### config.mk
export PLATFORM = sky130hd
export DESIGN_NAME = token_precision_assign
export DESIGN_NICKNAME = d
export VERILOG_FILES = /design/src/rtl/token_precision_assign.sv
export SDC_FILE = /design/constraint.sdc
export NUM_CORES = 2
export LEC_CHECK = 0
export ABC_AREA = 0
export CORE_AREA = 2 2 481 483
export CTS_CLUSTER_DIAMETER = 40
export DETAILED_ROUTE_END_ITERATION = 6
export DIE_AREA = 0 0 483 485
export REMOVE_ABC_BUFFERS = 1
export SLEW_MARGIN = 15
export SYNTH_ARGS = -nofsm -noshare
export SYNTH_HDL_FRONTEND = slang
export SYNTH_SLANG_ARGS = --single-unit
### constraint.sdc
create_clock -name clk -period 41.5 [get_ports clk]
set_clock_uncertainty 0.05 [all_clocks]
set_input_delay 4.15 -clock clk [delete_from_list [all_inputs] [get_ports clk]]
set_output_delay 4.15 -clock clk [all_outputs]
set_load 0.02 [all_outputs]
### src/rtl/token_precision_assign.sv
// Per-token precision classifier: sums attention received by each key token
// over all query rows and heads, then buckets each column sum into INT4/INT8/full.
module token_precision_assign #(
    parameter int unsigned DATA_WIDTH = 16,
    parameter int unsigned L          = 8,
    parameter int unsigned N          = 1,
    parameter logic [15:0] THR_LO     = 16'h0100,
    parameter logic [15:0] THR_HI     = 16'h0400,
    localparam int unsigned SW        = DATA_WIDTH + $clog2(L * N) + 1
) (
    input  logic                         clk,
    input  logic                         rst,
    input  logic                         start,
    input  logic [DATA_WIDTH*L*N*L-1:0]  A_in,
    output logic                         done,
    output logic [3:0]                   token_precision [L-1:0],
    output logic [SW*L-1:0]              col_sum_out
);

    localparam int unsigned RW = (L > 1) ? $clog2(L) : 1;

    typedef enum logic [2:0] {
        S_IDLE,
        S_LOAD,
        S_ACCUM,
        S_CLASSIFY,
        S_DONE
    } state_e;

    state_e                  state_q;
    logic                    done_q;
    logic [3:0]              tp_q       [L-1:0];
    logic [SW*L-1:0]         col_out_q;
    logic [SW-1:0]           col_sum_q  [L-1:0];
    logic [RW-1:0]           row_cnt_q;
    logic [DATA_WIDTH-1:0]   a_q        [L-1:0][N-1:0][L-1:0];
    logic [SW-1:0]           row_sum_c  [L-1:0];

    // Sum of the current query row across heads, per key column.
    always_comb begin
        for (int unsigned c = 0; c < L; c++) begin
            row_sum_c[c] = '0;
            for (int unsigned h = 0; h < N; h++) begin
                row_sum_c[c] = row_sum_c[c] + SW'(a_q[row_cnt_q][h][c]);
            end
        end
    end

    function automatic logic [3:0] classify(input logic [SW-1:0] s);
        if (s < SW'(THR_LO)) begin
            return 4'd0;
        end
        if (s < SW'(THR_HI)) begin
            return 4'd1;
        end
        return 4'd2;
    endfunction

    always_ff @(posedge clk or posedge rst) begin
        if (rst) begin
            state_q   <= S_IDLE;
            done_q    <= 1'b0;
            col_out_q <= '0;
            row_cnt_q <= '0;
            for (int unsigned c = 0; c < L; c++) begin
                tp_q[c]      <= 4'd2;
                col_sum_q[c] <= '0;
            end
            for (int unsigned r = 0; r < L; r++) begin
                for (int unsigned h = 0; h < N; h++) begin
                    for (int unsigned c = 0; c < L; c++) begin
                        a_q[r][h][c] <= '0;
                    end
                end
            end
        end else begin
            case (state_q)
                S_IDLE: begin
                    if (start) begin
                        state_q <= S_LOAD;
                    end
                end
                S_LOAD: begin
                    for (int unsigned r = 0; r < L; r++) begin
                        for (int unsigned h = 0; h < N; h++) begin
                            for (int unsigned c = 0; c < L; c++) begin
                                a_q[r][h][c] <= A_in[((r*N*L) + (h*L) + c)*DATA_WIDTH +: DATA_WIDTH];
                            end
                        end
                    end
                    for (int unsigned c = 0; c < L; c++) begin
                        col_sum_q[c] <= '0;
                    end
                    row_cnt_q <= '0;
                    state_q   <= S_ACCUM;
                end
                S_ACCUM: begin
                    for (int unsigned c = 0; c < L; c++) begin
                        col_sum_q[c] <= col_sum_q[c] + row_sum_c[c];
                    end
                    row_cnt_q <= row_cnt_q + RW'(1);
                    if (row_cnt_q == RW'(L - 1)) begin
                        state_q <= S_CLASSIFY;
                    end
                end
                S_CLASSIFY: begin
                    for (int unsigned c = 0; c < L; c++) begin
                        tp_q[c]                <= classify(col_sum_q[c]);
                        col_out_q[c*SW +: SW]  <= col_sum_q[c];
                    end
                    done_q  <= 1'b1;
                    state_q <= S_DONE;
                end
                S_DONE: begin
                    done_q  <= 1'b0;
                    state_q <= S_IDLE;
                end
                default: begin
                    state_q <= S_IDLE;
                end
            endcase
        end
    end

    assign done            = done_q;
    assign token_precision = tp_q;
    assign col_sum_out     = col_out_q;

endmodule

# Yosys cells after proc, flatten, opt, wreduce, memory -nomap -nowiden
# Index checks and enable logic that the tools add are counted.
dict set report totals {
  register_bits 1383
  input_bits 1027
  out_inout_bits 193
  wordCells 201
}
dict set report classes {
  add_sub_neg 9
  order_cmp 17
  n_eq_ne 7
  mux 80
  reduce_logical 4
}
# operator count
set op_table {}
lappend op_table {{128-bit binary-select mux with 3-bit select} 1}
lappend op_table {{160-bit case mux with 2 select lines} 1}
lappend op_table {{20-bit by 16-bit adder with 20-bit output} 8}
lappend op_table {{20-bit by 11-bit < comparator with 1-bit output (second input constant)} 8}
lappend op_table {{20-bit by 9-bit < comparator with 1-bit output (second input constant)} 8}
lappend op_table {{128-bit two-way mux} 1}
lappend op_table {{4-bit two-way mux} 32}
lappend op_table {{1-bit two-way mux} 40}
lappend op_table {{3-bit case mux with 4 select lines} 1}
lappend op_table {{3-bit by 2-bit == test with 1-bit output (second input constant)} 2}
lappend op_table {{3-bit == test (second input constant)} 2}
lappend op_table {{3-bit two-way mux} 2}
lappend op_table {{3-bit case mux with 2 select lines} 1}
lappend op_table {{3-bit by 4-bit < comparator with 1-bit output (second input constant)} 1}
lappend op_table {{2-bit != test (second input constant)} 2}
lappend op_table {{2-bit nonzero test} 2}
lappend op_table {{3-bit by 1-bit adder with 3-bit output (second input constant)} 1}
lappend op_table {{3-bit by 1-bit == test with 1-bit output (second input constant)} 1}
lappend op_table {{3-bit logical NOT} 1}
lappend op_table {{1-bit case mux with 2 select lines} 1}
lappend op_table {{2-bit AND reduction} 1}

# Depth between registers and ports, before layout
dict set report logic_depth {
  word_depth 7
  mapped_depth 16
  depth_no_buf 13
}

# Least setup slack after synthesis
# Ideal clock, no wire load.
dict set report synth_timing {
  path_type {flip-flop to output port}
  from {register tp_q (netlist bit token_precision[13])}
  to {output token_precision[13] (netlist bit)}
  arrival_time_ns 0.563
  t_required_ns 37.300
  setup_slack_ns 36.737
  path_stages_with_launch 1
  path_buffers 0
  path_cell_list {dfstp_2}
}
# element line
set synth_rtl {}
lappend synth_rtl {{from (decl)} 32} ;# logic [3:0] tp_q [L-1:0];
lappend synth_rtl {{from (signal, indexed assignment)} 108} ;# tp_q[c] <= classify(col_sum_q[c]);
lappend synth_rtl {{to (decl)} 16} ;# output logic [3:0] token_precision [L-1:0],
# No word-level cell between the ends.

==> impl_metrics.toml <==
[setup_path]
crit_slowest_cell = "buf_4"
critical_path_peak_fanout = 134
rr_endpoint = "col_sum_q[78]"
cp_common_cell = "buf_4"
cp_data_required_time_ns = 42.26
reg2reg_slack_ns = 35.52
r2r_cells = 13
crit_chain = "clkdlybuf4s50_1 > inv_8 > buf_4 > buf_4 > buf_4 > buf_4 > buf_4"
setup.worst_path.start_class = "input pin"
critPathKind = "input pin to async pin"
startpoint = "rst"
cp-endpoint = "a_q[346]"
end_kind = "async pin"
crit_path_max_incr_delay_ns = 0.90
reg2reg_from = "row_cnt_q[1]"
arrival_ns = 9.37

[sta]
worst_pin_slew_ns = 1.241
holdWs_ns = 0.4071
finalSetupViolCount = 0
finalCriticalPeriod_ns = 8.617
finalSetupTns_ns = 0
fmax_mhz = 116.1
hold_viol_final = 0
relSlewSlack = 0.1670
setup_slack_ns = 32.88
grt_setup_unrepaired = "no"
timing.final.max_slew_violations = 0
finalCritPeriodShare = 0.2076

[hold_path]
hp-class = "register to register"

[synth]
synth_compound_area_frac = 0.04980
synthSimpleGateAreaFrac = 0.2368
synth.yosys.seq_area_share = 0.5322
synth_cells = 6885
synth_top_family_by_area = "simple AND/OR/NAND/NOR gates"
ys_types = 80
synthFlopType = "dfrtp_1"
synth.area.mux_share = 0.1146
synth_edf_count = 0
synth_xor_area_frac = 0.01172
syn_area_sq_mm = 0.06430
yosysWarnings = 0
ys_ff_latch = 1367
synth-async-reset-ratio = 1.000
synth_fa_ha_area_frac = 0.02779
syn_avg_cell_area_sq_um = 9.338

[floorplanning]
row_count = 176
dieWidth_um = 483
dieArea_sq_mm = 0.2343
die_h_um = 485
num_io_pins = 1220
initial_core_util = 0.2807
core_area_sq_mm = 0.2290

[finish]
drive_above_1_share = 0.1142
post-route-util = 0.3879
fin_cells = 11330
nets = 9219
n_fill_cell = 22600
area_delta_synth_final_pct = 38.18
design_area_sq_mm = 0.08884

[pwr]
pwr-share-clk = 0.282
switching_power_mw = 3.151
p_seq_frac = 0.296
swShare = 0.3902
peakVddDrop_v = 0.00005702
power.internal_mw = 4.924
power_mw = 8.074
power.leakage_nw = 42.32
p_comb_frac = 0.422
p_per_area_mw_per_mm2 = 90.88

[clock_tree]
numCtsBuffers = 277
cts_resized = 0
clk_latency_ns = 0.91
post_cts.repair.setup_buffers = 0
numClockSinks = 1367
cts_buffer_depth = 4
cts.root.buffer_cell = "clkbuf_16"
cts_hold_buf = 0
path_clk_slew_ns = 0.05
htree_levels = 5
cts_tree = "done"

[grt]
grt_max_degree = 193
grt_first_pass_wirelength_um = 359800
grt_pass1_vias = 55090
grt.total_usage = 0.2044
antenna_found_initial = 85
gr-total-overflow = 0

[place]
dpl.hpwl_um = 177500
place_area_sq_mm = 0.07930
gp_congestion = 0.9053
portBuffers = 1203
dp_cells = 10800
dp_slack_ns = 31.77

[route]
drtAntennaViolNets = 0
wire_per_inst_um = 21.56
drt_first_pass_iters = 6
vias = 53650
drcViolationCount = 0
vias_per_cell = 4.734
wirelength_um = 244400
drtIter0Drc = 3531

[job]
cap_violations = 0

[status]
status = "finished, final reports clean"
-- placed cells by master, fill, tap and decap left out, types with 37 or more instances in the layout --
master / count
xor2_1: 47
nor2_1: 81
ha_1: 130
o21ai_0: 169
bufinv_16: 37
clkinv_2: 37
buf_4: 51
xnor2_1: 39
diode_2: 49
inv_1: 45
nand2_1: 3719
mux2_2: 121
a21oi_1: 80
clkdlybuf4s50_1: 1203
dfrtp_1: 1356
a21o_1: 41
mux4_2: 256
clkbuf_16: 280
-- critical path, delay by kind of cell --
family,cells,cell delay (ns)
buffers and inverters,7,4.91
-- how the worst min path moves through the flow --
stage / from / end / depth (start not counted)
6_report: col_sum_q[4] / col_sum_out[4] / 2
5_1_grt: a_q[300] / a_q[300] / 2
4_1_cts: a_q[1008] / a_q[1008] / 2
3_5_place_dp: a_q[334] / a_q[334] / 2
3_3_place_gp: a_q[442] / a_q[442] / 2
2_1_floorplan: a_q[256] / a_q[256] / 2
-- state kept, by name (all words and copies together) (netlist names) --
signal / count
col_sum_q: 160
col_sum_out: 160
a_q: 1024
token_precision: 16
row_cnt_q: 3
done: 1
state_q: 3
-- cell families after synthesis --
| group | Yosys count |
|---|---|
| AO/OA/AOI/OAI | 495 |
| XOR/XNOR | 86 |
| adder cells (fa/ha/maj) | 138 |
| buffers and inverters | 438 |
| flip-flops | 1367 |
| multiplexers | 401 |
| other | 1 |
| AND/OR/NAND/NOR | 3959 |
-- Yosys cell counts (5+ instances only) --
cell / instances / area share
a211oi_1: 19 / 0.0022
a21o_1: 41 / 0.0048
a21oi_1: 81 / 0.0063
a22o_1: 19 / 0.0026
a31oi_1: 11 / 0.0011
a32o_1: 7 / 0.0011
and2_1: 7 / 0.00068
and3_1: 9 / 0.00088
buf_1: 23 / 0.0013
buf_2: 25 / 0.0019
buf_4: 16 / 0.0019
clkbuf_1: 326 / 0.019
dfrtp_1: 1359 / 0.53
dfstp_2: 8 / 0.0033
fa_1: 8 / 0.0025
ha_1: 130 / 0.025
inv_1: 46 / 0.0027
mux2_2: 121 / 0.021
mux2i_1: 24 / 0.0037
mux4_2: 256 / 0.090
nand2_1: 3721 / 0.22
nand2b_1: 20 / 0.0019
nand3_1: 29 / 0.0023
nand4_1: 21 / 0.0020
nor2_1: 82 / 0.0048
nor2b_1: 14 / 0.0014
nor3_1: 14 / 0.0011
nor3b_1: 5 / 0.00058
nor4_1: 19 / 0.0018
o211ai_1: 20 / 0.0023
o21a_1: 26 / 0.0030
o21ai_0: 169 / 0.013
o21bai_1: 18 / 0.0021
o22ai_1: 9 / 0.00088
o31ai_1: 22 / 0.0026
or3_1: 7 / 0.00068
xnor2_1: 39 / 0.0053
xor2_1: 47 / 0.0064
-- power by group through the flow --
stage | clock network (mW) | logic, mW | registers, mW
after floorplan | 0 | 3.08 | 2.42
after global placement | 0 | 3.37 | 2.38
after detailed placement | 0 | 3.43 | 2.41
after CTS | 2.32 | 3.46 | 2.39
after global routing | 2.38 | 3.79 | 2.47
final | 2.27 | 3.41 | 2.39
-- routing by layer --
layer  share of wire  GRT usage  vias up
met5         0.00088          0        -
met4           0.038    0.08627       38
met3           0.075    0.05618      484
met2            0.47     0.3270     1889
met1            0.42     0.2597    26300
li1                -          -    24930
-- layout make-up --
| type | count | area [sq um] | share of cell area |
|---|---|---|---|
| flip-flops and latches | 1367 | 34230 | 0.3853 |
| well taps | 3026 | 3786 | 0.04262 |
| clock buffers | 316 | 7322 | 0.08242 |
| inverters | 48 | 195.2 | 0.002197 |
| repair buffers | 1265 | 12640 | 0.1423 |
| diodes | 49 | 122.6 | 0.001380 |
| clock inverters | 165 | 2096 | 0.02359 |
| multi-input cells | 5095 | 28450 | 0.3202 |
(Power assumes the default switching activity.)
